===== src/rtl/wallace_mac_accumulator_if.sv =====
// wallace_mac_accumulator_if: operand-in / result-out handshake bundle; ACC_W must match the attached block
interface wallace_mac_accumulator_if #(
  parameter int ACC_W = 24
);
  logic             in_valid;
  logic             in_ready;
  logic [7:0]       a;
  logic [7:0]       b;
  logic             out_valid;
  logic             out_ready;
  logic [ACC_W-1:0] result;
  logic             ovf;
  modport master (
    output in_valid, a, b, out_ready,
    input  in_ready, out_valid, result, ovf
  );
  modport slave (
    input  in_valid, a, b, out_ready,
    output in_ready, out_valid, result, ovf
  );
endinterface


===== src/rtl/wallace_mac_accumulator.sv =====
// wallace_mac_accumulator: 3-stage multiply-accumulate over VEC_LEN operand pairs; define MAC_ACC_SATURATE_EN to clamp on overflow instead of wrapping
module eight_bit_wallace_tree (
  input  logic [7:0]  a,
  input  logic [7:0]  b,
  output logic [15:0] s
);
  logic [15:0] pp [8];
  logic [15:0] s1, c1, s2, c2, s3, c3, s4, c4, s5, c5, s6, c6;
  // 3:2 compressor across a whole row; the dropped carry out of bit 15 is harmless since the product fits in 16 bits
  function automatic logic [31:0] csa(input logic [15:0] x, input logic [15:0] y, input logic [15:0] z);
    return {16'(((x & y) | (x & z) | (y & z)) << 1), x ^ y ^ z};
  endfunction
  for (genvar i = 0; i < 8; i++) begin : g_pp
    assign pp[i] = 16'({8'd0, a & {8{b[i]}}} << i);
  end
  assign {c1, s1} = csa(pp[0], pp[1], pp[2]);
  assign {c2, s2} = csa(pp[3], pp[4], pp[5]);
  assign {c3, s3} = csa(s1, c1, s2);
  assign {c4, s4} = csa(c2, pp[6], pp[7]);
  assign {c5, s5} = csa(s3, c3, s4);
  assign {c6, s6} = csa(s5, c5, c4);
  assign s = s6 + c6;
endmodule

module wallace_mac_accumulator #(
  parameter int VEC_LEN = 4,
  parameter int ACC_W   = 24
) (
  input  logic                       clk,
  input  logic                       rst_n,
  input  logic                       clear,
  wallace_mac_accumulator_if.slave   bus
);
  localparam int CW = $clog2(VEC_LEN);
  logic [7:0]       op_a, op_b;
  logic             op_vld, op_last;
  logic [15:0]      prod_s, prod;
  logic             prod_vld, prod_last;
  logic [CW-1:0]    cnt;
  logic             last_beat, accept;
  logic [ACC_W-1:0] acc, acc_nxt, result;
  logic [ACC_W:0]   sum;
  logic             carry, ovf_flag, ovf_nxt, ovf, out_valid;

  eight_bit_wallace_tree u_mul (.a(op_a), .b(op_b), .s(prod_s));

  assign last_beat     = cnt == CW'(VEC_LEN - 1);
  assign bus.in_ready  = ~((op_vld & op_last) | (prod_vld & prod_last) | out_valid) & ~clear;
  assign accept        = bus.in_valid & bus.in_ready;
  assign bus.out_valid = out_valid;
  assign bus.result    = result;
  assign bus.ovf       = ovf;

  // accumulator adder: carry out marks overflow; saturating build clamps, default build wraps
  always_comb begin
    sum     = {1'b0, acc} + {1'b0, ACC_W'(prod)};
    carry   = sum[ACC_W];
`ifdef MAC_ACC_SATURATE_EN
    acc_nxt = carry ? '1 : sum[ACC_W-1:0];
`else
    acc_nxt = sum[ACC_W-1:0];
`endif
    ovf_nxt = ovf_flag | carry;
  end

  // stage 1: capture accepted operands, tag the final beat, advance the beat counter
  always_ff @(posedge clk or negedge rst_n) begin
    if (!rst_n) begin
      op_a    <= '0;
      op_b    <= '0;
      op_vld  <= 1'b0;
      op_last <= 1'b0;
      cnt     <= '0;
    end else if (clear) begin
      op_vld  <= 1'b0;
      op_last <= 1'b0;
      cnt     <= '0;
    end else begin
      op_vld  <= accept;
      op_last <= accept & last_beat;
      if (accept) begin
        op_a <= bus.a;
        op_b <= bus.b;
        cnt  <= last_beat ? '0 : cnt + 1'b1;
      end
    end
  end

  // stage 2: register the tree product with its final-beat tag
  always_ff @(posedge clk or negedge rst_n) begin
    if (!rst_n) begin
      prod      <= '0;
      prod_vld  <= 1'b0;
      prod_last <= 1'b0;
    end else if (clear) begin
      prod_vld  <= 1'b0;
      prod_last <= 1'b0;
    end else begin
      prod_vld  <= op_vld;
      prod_last <= op_vld & op_last;
      if (op_vld) prod <= prod_s;
    end
  end

  // stage 3: accumulate; the final beat publishes result/ovf and restarts the vector from zero
  always_ff @(posedge clk or negedge rst_n) begin
    if (!rst_n) begin
      acc       <= '0;
      ovf_flag  <= 1'b0;
      result    <= '0;
      ovf       <= 1'b0;
      out_valid <= 1'b0;
    end else if (clear) begin
      acc       <= '0;
      ovf_flag  <= 1'b0;
      result    <= '0;
      ovf       <= 1'b0;
      out_valid <= 1'b0;
    end else begin
      if (prod_vld) begin
        acc      <= prod_last ? '0 : acc_nxt;
        ovf_flag <= ~prod_last & ovf_nxt;
      end
      if (prod_vld & prod_last) begin
        result <= acc_nxt;
        ovf    <= ovf_nxt;
      end
      out_valid <= (prod_vld & prod_last) | (out_valid & ~bus.out_ready);
    end
  end
endmodule


===== src/flat_wrapper.sv =====
// flat-port wrapper written by rule: the top's interface ports become plain ports
module wallace_mac_accumulator_flat 
#(
  parameter int VEC_LEN = 4,
  parameter int ACC_W   = 24
)
  (clk, rst_n, clear, bus_in_valid, bus_a, bus_b, bus_out_ready, bus_in_ready, bus_out_valid, bus_result, bus_ovf);
  wallace_mac_accumulator_if #(.ACC_W(ACC_W)) bus_i ();
  input  logic clk;
  input  logic rst_n;
  input  logic clear;
  input wire logic [$bits(bus_i.in_valid)-1:0] bus_in_valid;
  input wire logic [$bits(bus_i.a)-1:0] bus_a;
  input wire logic [$bits(bus_i.b)-1:0] bus_b;
  input wire logic [$bits(bus_i.out_ready)-1:0] bus_out_ready;
  output wire logic [$bits(bus_i.in_ready)-1:0] bus_in_ready;
  output wire logic [$bits(bus_i.out_valid)-1:0] bus_out_valid;
  output wire logic [$bits(bus_i.result)-1:0] bus_result;
  output wire logic [$bits(bus_i.ovf)-1:0] bus_ovf;
  assign bus_i.in_valid = bus_in_valid;
  assign bus_i.a = bus_a;
  assign bus_i.b = bus_b;
  assign bus_i.out_ready = bus_out_ready;
  assign bus_in_ready = bus_i.in_ready;
  assign bus_out_valid = bus_i.out_valid;
  assign bus_result = bus_i.result;
  assign bus_ovf = bus_i.ovf;
  wallace_mac_accumulator #(.VEC_LEN(VEC_LEN), .ACC_W(ACC_W)) u_core (.clk(clk), .rst_n(rst_n), .clear(clear), .bus(bus_i));
endmodule

===== config.mk =====
export PLATFORM = sky130hd
export DESIGN_NAME = wallace_mac_accumulator_flat
export DESIGN_NICKNAME = d
export VERILOG_FILES = /design/src/rtl/wallace_mac_accumulator_if.sv /design/src/rtl/wallace_mac_accumulator.sv /design/src/flat_wrapper.sv
export SDC_FILE = /design/constraint.sdc
export NUM_CORES = 1
export LEC_CHECK = 0
export ABC_CLOCK_PERIOD_IN_PS = 4600
export CAP_MARGIN = 20
export CORE_ASPECT_RATIO = 1.75
export CORE_MARGIN = 2
export CORE_UTILIZATION = 60
export CTS_CLUSTER_DIAMETER = 60
export DETAILED_ROUTE_END_ITERATION = 6
export PLACE_DENSITY = 0.79
export SLEW_MARGIN = 20
export SYNTH_ARGS = -nofsm -noshare
export SYNTH_HDL_FRONTEND = slang
export SYNTH_HIERARCHICAL = 1
export SYNTH_SLANG_ARGS = --single-unit

===== constraint.sdc =====
create_clock -name clk -period 4.6 [get_ports clk]
set_input_delay 0.92 -clock clk [delete_from_list [all_inputs] [get_ports clk]]
set_output_delay 0.92 -clock clk [all_outputs]
set_load 0.02 [all_outputs]

==> run_results.csv <==
group,metric,value,unit
run_status,status,"finished clean",
place,dp.cells,831,
logic_synthesis,syn_area,6474,um2
cts,cts_root_buffer,"clkbuf_16",
critical_path,critPathBufInv,2,
floorplanning,rows,50,
critical_path,startpoint_type,"register",
logic_synthesis,synth_cell_types,65,
power,finalPower,3.031,mW
floorplanning,die_area,11670,um2
floorplanning,chipWidth,82.52,um
cts,clk-insertion-delay-late,350,ps
sta,hold_viol_final,0,
cts,cts_tree,"built",
logic_synthesis,yosys_warnings,6,
logic_synthesis,synth-seq-area-share,0.3440,
logic_synthesis,ys.flop_type,"dfrtp_1",
floorplanning,die_h,141.4,um
cts,cts_setup_buffers,0,
route,wl_per_cell,19.79,um
layout,final_cell_area,7337,um2
place,hpwl,13.11,mm
layout,area_growth,13.34,%
cts,cts_sinks,89,
sta,period_share,0.9533,
grt,grt_max_degree,59,
min_path,hp-start,"u_core/bus.result[3]",
sta,slew_headroom,0.4110,
critical_path,cp-startpoint,"u_core/op_a[6]",
layout,nets,815,
power,powerDensity,413.1,nW/um2
route,drt-total-wl,16.76,mm
critical_path,reg2reg_depth,14,
logic_synthesis,synth_seq_cells,89,
critical_path,path_max_fanout,9,
cts,clockBufferDepth,2,
logic_synthesis,synth_top_area_share,0.3440,
sta,grt_setup_unrepaired,"false",
layout,fillers,842,
logic_synthesis,yosysTopAreaCell,"dfrtp_1",
route,vias,5151,
cts,clk_pin_slew,70,ps
sta,final.min_clock_period,4385,ps
critical_path,cp.arrival,4610,ps
critical_path,r2r_start,"u_core/op_a[6]",
layout,fin_cells,847,
route,drtAntennaViolNets,0,
sta,skew,12.86,ps
critical_path,path_common_cell,"fa_1",
power,peakVddDrop,0.0003137,V
logic_synthesis,synth_edf_count,0,
critical_path,cp.required,4820,ps
cts,numCtsBuffers,9,
floorplanning,core-area,10640,um2
logic_synthesis,synth_cells,676,
grt,track_usage,0.3144,
route,via_per_inst,6.081,
place,dpl_cell_area,6998,um2
critical_path,cp-end-kind,"register",
critical_path,critical_path_class,"register to register",
sta,maxSlewViolCount,0,
layout,final_util,0.6899,
route,drt_iter0_markers,267,
floorplanning,start_util,0.6087,
sta,max_freq,228.0,MHz
logic_synthesis,synth_async_sr_flop_share,1.000,
place,io_buffers,47,
power,p_leak,3.431,nW
job,cap_violations,0,
layout,num_antenna_cells,0,
floorplanning,num_io_pins,48,
logic_synthesis,synthTopCellsByArea,"dfrtp_1, fa_1, ha_1, nand2_1, and2_1",
cts,cts_max_level,3,
route,remaining_drc_errors,0,
grt,grt-ovfl-total,0,
grt,grt_pass1_wl,27.54,mm
layout,layout-drive-gt1-share,0.08647,
critical_path,crit_chain,"and2_1 > fa_1 > inv_1 > fa_1 > fa_1 > inv_1 > fa_1 > ha_1 > and3_2 > a211oi_2 > nand2b_1 > a31oi_2 > xnor2_1 > mux2_2",
route,first_pass_iters,4,
sta,worst_slew_pin_slew,880.3,ps
critical_path,cp_slowest_stage_delay,540,ps
logic_synthesis,syn-num-nets,779,
sta,finalSetupViolCount,0,
sta,setup-tns-final,0,ps
critical_path,critPathSlowestCell,"fa_1",
min_path,holdPathStages,2,
critical_path,crit_cells,14,
min_path,hold_class,"register to register",
grt,grt_pass1_vias,5589,
logic_synthesis,postSynthAreaPerCell,9.576,um2
critical_path,critical_path.top_delay_family,"adder cells",
place,gp_congestion,0.9587,
grt,antenna_found_initial,0,
[where the power goes]
group | internal (mW) | switching [mW] | total [mW]
registers | 0.886 | 0.109 | 0.995
logic | 0.532 | 0.734 | 1.27
clock network | 0.432 | 0.337 | 0.769
[placed cells by master (no fill, tap or decap), types with 6 or more instances in the layout]
cell type,netlist,final
ha_1,42,41
xnor2_1,13,13
o21ai_0,25,25
nand4_1,9,9
a21o_1,8,8
inv_1,41,41
nor2_1,25,25
xor2_1,9,9
a31oi_1,7,6
a22oi_1,6,6
mux2_2,16,16
nand3_1,9,9
nand2_1,121,121
nor3_1,9,9
dfrtp_2,0,6
and2_1,48,48
and3_1,6,6
fa_1,40,40
buf_4,0,7
a22o_1,7,7
dfrtp_1,89,83
o21a_1,7,7
a21oi_1,35,35
or3_1,6,6
clkdlybuf4s50_1,0,46
clkbuf_16,0,9
[registers in the layout, summed over array words and instances, names as in the netlist]
signal	count
u_core/acc	24
u_core/bus.out_valid	1
u_core/bus.ovf	1
u_core/bus.result	24
u_core/cnt	2
u_core/op_a	8
u_core/op_b	8
u_core/op_last	1
u_core/op_vld	1
u_core/ovf_flag	1
u_core/prod	16
u_core/prod_last	1
u_core/prod_vld	1
[Yosys cell counts (3+ instances only)]
cell type / instances
and3_1: 6
fa_1: 40
nand2b_1: 3
nand4_1: 9
a211oi_1: 5
o211ai_1: 5
a21oi_1: 35
a32o_1: 5
xnor2_1: 13
o21a_1: 7
inv_1: 41
a211o_1: 3
and2_1: 48
clkbuf_1: 18
nor3_1: 9
xor2_1: 9
o21ai_0: 25
nor2_1: 25
nand3_1: 9
dfrtp_1: 89
a31oi_1: 7
buf_2: 3
and3_2: 3
a22o_1: 7
a22oi_1: 6
nand2_1: 121
or3_1: 6
ha_1: 42
mux2_2: 16
nand3b_1: 3
a32oi_1: 4
a21o_1: 8
[logic make-up (layout without fill, tap and decap cells)]
kind of cell             count (synthesis)  in the layout  share of synthesized area
AO/OA/AOI/OAI                          141            141                     0.1537
XOR/XNOR                                22             22                    0.02977
adder cells (fa/ha/maj)                 82             82                     0.2049
buffers and inverters                   70            111                    0.04774
flip-flops                              89             89                     0.3440
multiplexers                            17             17                    0.02938
AND/OR/NAND/NOR                        255            255                     0.1906
[cell type report]
| class | instances | area [um2] | share of cell area |
|---|---|---|---|
| well taps | 130 | 162.7 | 0.02217 |
| clock inverters | 7 | 87.58 | 0.01194 |
| flip-flops and latches | 89 | 2235 | 0.3046 |
| clock buffers | 9 | 225.2 | 0.03070 |
| inverters | 42 | 157.7 | 0.02149 |
| repair buffers | 53 | 513.0 | 0.06992 |
| multi-input cells | 517 | 3956 | 0.5392 |
[final timing paths]
path	endpoint	slack (ps)
setup / recovery	u_core/prod[14]	210
setup reg to reg	u_core/prod[14]	210
hold reg to reg	u_core/bus.result[3]	490
min in group asynchronous	u_core/bus.result[10]	620
hold / removal	u_core/bus.result[3]	490
max in group asynchronous	u_core/op_a[6]	3030
[metrics by stage]
| step | worst slack (ps) | hold WS, ps |
|---|---|---|
| 2_1_floorplan | 434.9 | 449.1 |
| 3_3_place_gp | 253.0 | 465.9 |
| 3_5_place_dp | 170.5 | 475.4 |
| 4_1_cts | 144.6 | 491.8 |
| 5_1_grt | 23.17 | 516.9 |
| 6_report | 214.9 | 486.3 |
[layer usage]
metal  vias up  GRT usage  share of wire
met5         -          0              0
met4         0     0.2312          0.084
met3        63    0.05916          0.035
met2       137     0.5598           0.55
met1      2535     0.3082           0.34
li1       2416          -              -
[worst reg2reg max path, delay by kind of cell (launching register included)]
| family | cells | cell delay (ps) |
|---|---|---|
| XOR/XNOR | 1 | 80 |
| flip-flops | 1 | 470 |
| adder cells (fa/ha/maj) | 5 | 2330 |
| buffers and inverters | 2 | 100 |
| AND/OR/NAND/NOR | 3 | 570 |
| multiplexers | 1 | 250 |
| AO/OA/AOI/OAI | 2 | 450 |
[timing repair]
action | 4_1_cts | 5_1_grt
resized for setup | 0 | 8
hold buffers | 0 | 0
endpoints found under the setup margin | 0 | 2
No activity file was read; power rests on OpenSTA's default activity.
